<file path="src/rtl/data_register.sv">
// Parallel-load data register with load enable and asynchronous active-low clear.
// Optional DATA_REGISTER_VALID_EN adds a sticky dout_valid flag set by the first load.
module data_register #(
  parameter int WIDTH       = 8,
  parameter int RESET_VALUE = 0
) (
  input  logic [WIDTH-1:0] din,
  input  logic             load,
  input  logic             clock,
  input  logic             reset,
  output logic [WIDTH-1:0] dout
`ifdef DATA_REGISTER_VALID_EN
  ,
  output logic             dout_valid
`endif
);

  localparam logic [WIDTH-1:0] RST_VAL = WIDTH'(RESET_VALUE);

  logic [WIDTH-1:0] dout_d;
  logic [WIDTH-1:0] dout_q;
  logic             load_en;

  // An unknown load must never capture: only a solid 1 enables the write.
  assign load_en = (load === 1'b1);

  always_comb begin
    dout_d = dout_q;
    if (load_en) begin
      dout_d = din;
    end
  end

  always_ff @(posedge clock or negedge reset) begin
    if (!reset) begin
      dout_q <= RST_VAL;
    end else begin
      dout_q <= dout_d;
    end
  end

  assign dout = dout_q;

`ifdef DATA_REGISTER_VALID_EN
  logic dout_valid_d;
  logic dout_valid_q;

  always_comb begin
    dout_valid_d = dout_valid_q;
    if (load_en) begin
      dout_valid_d = 1'b1;
    end
  end

  always_ff @(posedge clock or negedge reset) begin
    if (!reset) begin
      dout_valid_q <= 1'b0;
    end else begin
      dout_valid_q <= dout_valid_d;
    end
  end

  assign dout_valid = dout_valid_q;
`endif

`ifndef SYNTHESIS
  always @(posedge clock) begin
    if (reset === 1'b1) begin
      assert (!$isunknown(load))
      else $warning("data_register: load is X/Z at clock edge, holding dout");
    end
  end
`endif

endmodule

</file>
<file path="config.mk">
export PLATFORM = sky130hd
export DESIGN_NAME = data_register
export DESIGN_NICKNAME = d
export VERILOG_FILES = /design/src/rtl/data_register.sv
export SDC_FILE = /design/constraint.sdc
export NUM_CORES = 1
export LEC_CHECK = 0
export CAP_MARGIN = 20
export CORE_AREA = 2 2 39 41
export CTS_CLUSTER_DIAMETER = 40
export CTS_CLUSTER_SIZE = 20
export DETAILED_ROUTE_END_ITERATION = 12
export DIE_AREA = 0 0 41 43
export MAX_ROUTING_LAYER = met4
export PLACE_DENSITY = 0.57
export SYNTH_ARGS = -nofsm -noshare
export SYNTH_HDL_FRONTEND = slang
export SYNTH_SLANG_ARGS = --single-unit
</file>
<file path="constraint.sdc">
create_clock -name clock -period 0.8 [get_ports clock]
set_input_delay 0.16 -clock clock [delete_from_list [all_inputs] [get_ports clock]]
set_output_delay 0.16 -clock clock [all_outputs]
set_load 0.005 [all_outputs]
</file>
==> impl_metrics.py <==
metrics = {
    "placed_design": {
        "dpl-instance-area_sq_um": 543,
        "placement.io_buffers": 18,
        "routability_congestion_estimate": 0.541,
        "post-dp-hpwl_microns": 498,
    },
    "setup_path": {
        "critPathRequiredTime_ns": 0.64,
        "crit_chain": "buf_2",
        "crit_slowest_cell": "sky130_fd_sc_hd__dfrtp_1",
        "cpPeakStageDelay_ns": 0.38,
        "timing_worst_setup_path_type": "reg2out",
        "cp-end-kind": "output pin",
        "path_delay_family": "flip-flops",
        "path_buf_inv": 1,
        "worst_ep_arrival_time_ns": 0.76,
        "setup.worst_path.start_class": "register",
        "critical_path_peak_fanout": 2,
    },
    "layout": {
        "mostFrequentLayoutCell": "sky130_fd_sc_hd__clkdlybuf4s50_1",
        "antennaDiodeCount": 0,
        "largest_register_ffs": 8,
        "syn2layout_area_growth_pct": 79.6,
        "layout-drive-gt1-share_pct": 62.5,
        "nNetsFinal": 61,
        "mostFrequentLayoutCells": "sky130_fd_sc_hd__clkdlybuf4s50_1 (9), sky130_fd_sc_hd__mux2_4 (8), sky130_fd_sc_hd__dfrtp_1 (8), sky130_fd_sc_hd__buf_2 (8), sky130_fd_sc_hd__buf_4 (8)",
        "fin_area_sq_um": 596,
    },
    "global_routing": {
        "globalRouteMet3Util_pct": 6.28,
        "groute.usage.overall_pct": 9.79,
        "globalRouteMet1Util_pct": 9.36,
        "grt_start_max_net_pins": 9,
        "first_global_vias": 275,
        "grt_antenna_before_repair": 0,
        "grt_use_met2_pct": 14.1,
        "global_route_wire_length_before_repair_mm": 1.06,
        "overflow_left_after_global_routing": 0,
        "gr-max-usage-layer": "met2",
    },
    "sta": {
        "finalClockSkew_ns": 0,
        "setup_tns_ns": -1.44,
        "period_share_pct": 114,
        "timing.final.hold_violations": 0,
        "slew_of_the_pin_with_the_lowest_slew_margin_ns": 0.103,
        "period_needed_ns": 0.915,
        "rsz0062_at_grt": "yes",
        "relSlewSlack_pct": 93.1,
        "final-setup-viol-count": 16,
        "layout_setup_ws_ns": -0.115,
        "timing_max_transition_violations_final": 0,
        "fmaxAchievable_ghz": 1.09,
    },
    "floorplanning": {
        "floorplan.initialDensity_pct": 24.0,
        "core_area_sq_um": 1380,
        "die-area_sq_um": 1760,
        "die_w_microns": 41,
        "io_pins": 19,
        "floorplan.rows": 14,
        "die_h_microns": 43,
    },
    "clocking": {
        "clock-sinks": 8,
        "clock_tree_from_tritoncts": "done",
        "worstSkewPairLatency_ns": 0.25,
        "hold_buffers": 0,
        "cts_root_buf": "sky130_fd_sc_hd__clkbuf_4",
        "post_cts_clock_slew_at_the_launch_and_capture_registers_of_the_worst_setup_and_hold_paths_ns": 0.05,
        "cts_htree_levels": 1,
        "cts_buffers": 3,
        "clk_path_buf_depth": 2,
    },
    "routing": {
        "drc_errors": 0,
        "wire_length_per_cell_microns": 11.2,
        "avgViaCountPerCell": 3.97,
        "vias": 254,
        "router_iterations_before_antenna_repair": 1,
        "routed_wirelength_microns": 715,
        "drt-initial-drc-count": 0,
        "final_antenna_net_count": 0,
    },
    "pwr": {
        "power_per_cell_area_nw_per_um2": 1720,
        "power.static_leakage_nw": 0.302,
        "ir_drop_uv": 832,
    },
    "logic_synthesis": {
        "muxShareOfSynthArea_pct": 36.2,
        "ys_warn_count": 0,
        "netlist_instances": 17,
        "avgSynthCellArea_sq_um": 19.5,
        "synth_xor_xnor_area_share_pct": 0,
        "post_synthesis_simple_gate_area_fraction_pct": 0,
        "synth_compound_gate_area_share_pct": 0,
        "post_syn_area_sq_um": 332,
        "ys_ff_latch": 8,
        "main_combinational_cell_family_by_area_after_synthesis": "multiplexers",
        "synth_adder_area_share_pct": 0,
        "sequential_to_total_area_share_from_yosys_stat_pct": 60.4,
        "postSynthNetCount": 28,
        "synthDistinctLibCells": 3,
    },
    "min_path": {
        "min-delay-path-class": "in2async",
    },
    "status": {
        "violations": "setup timing",
        "outcome": "complete, but fails checks",
    },
    "flow_run": {
        "drv.max_cap_violation_count": 0,
    },
}
[per-stage QoR]
step	cells	hold slack, ns	worst slack (ns)	total power (W)	util [%]
detailed placement	53	0.452	-0.434	0.000710	39.2
finish	64	0.194	-0.115	0.00102	43.0
floorplan	17	-0.136	0.0517	0.000556	-
global route	64	0.191	-0.155	0.00108	43.0
global placement	53	0.453	-0.419	0.000706	39.2
CTS	62	0.191	-0.131	0.00102	41.4
[power breakdown]
part	leakage (nW)	switching (W)	internal, W
logic	0.194	0.0000677	0.000190
clock network	0.0138	0.000125	0.000171
registers	0.0935	0.0000223	0.000446
[final timing paths]
path,start,to,slack (ns),cells after the start
min in group clock,load,dout[4]$_DFFE_PN0P_,0.46,3
worst min register to register,dout[6]$_DFFE_PN0P_,dout[6]$_DFFE_PN0P_,0.60,2
worst max register to register,dout[5]$_DFFE_PN0P_,dout[5]$_DFFE_PN0P_,-0.08,2
max in group asynchronous,reset,dout[2]$_DFFE_PN0P_,0.48,2
worst max-delay path,dout[5]$_DFFE_PN0P_,dout[5],-0.12,1
worst min-delay path,reset,dout[5]$_DFFE_PN0P_,0.19,2
[cell type report]
class / instances / area, sq um
Fill cell: 144 / 788
Timing Repair Buffer: 29 / 233
Sequential cell: 8 / 200
Multi-Input combinational cell: 8 / 120
Clock buffer: 3 / 22.5
Tap cell: 16 / 20.0
[synth_stat cells]
cell type,instances,area share [%]
sky130_fd_sc_hd__buf_6,1,3.4
sky130_fd_sc_hd__dfrtp_1,8,60
sky130_fd_sc_hd__mux2_4,8,36
[kinds of logic (layout without fill, tap and decap cells)]
kind of cell / Yosys count / in the layout
mux: 8 / 8
buf+inv: 1 / 32
flops: 8 / 8
[timing repair]
item / in CTS / in global routing
gates cloned: 0 / 0
buffers inserted: 6 / 2
setup endpoints to repair: 16 / 14
resized for setup: 34 / 2
[per-layer routing]
layer  vias up  routed length, microns
met4         0                       0
met1       117                     279
met5         -                       0
met3         0                      89
met2        16                     346
li1        121                       -
Note: power is estimated with default switching activity, not from simulation.
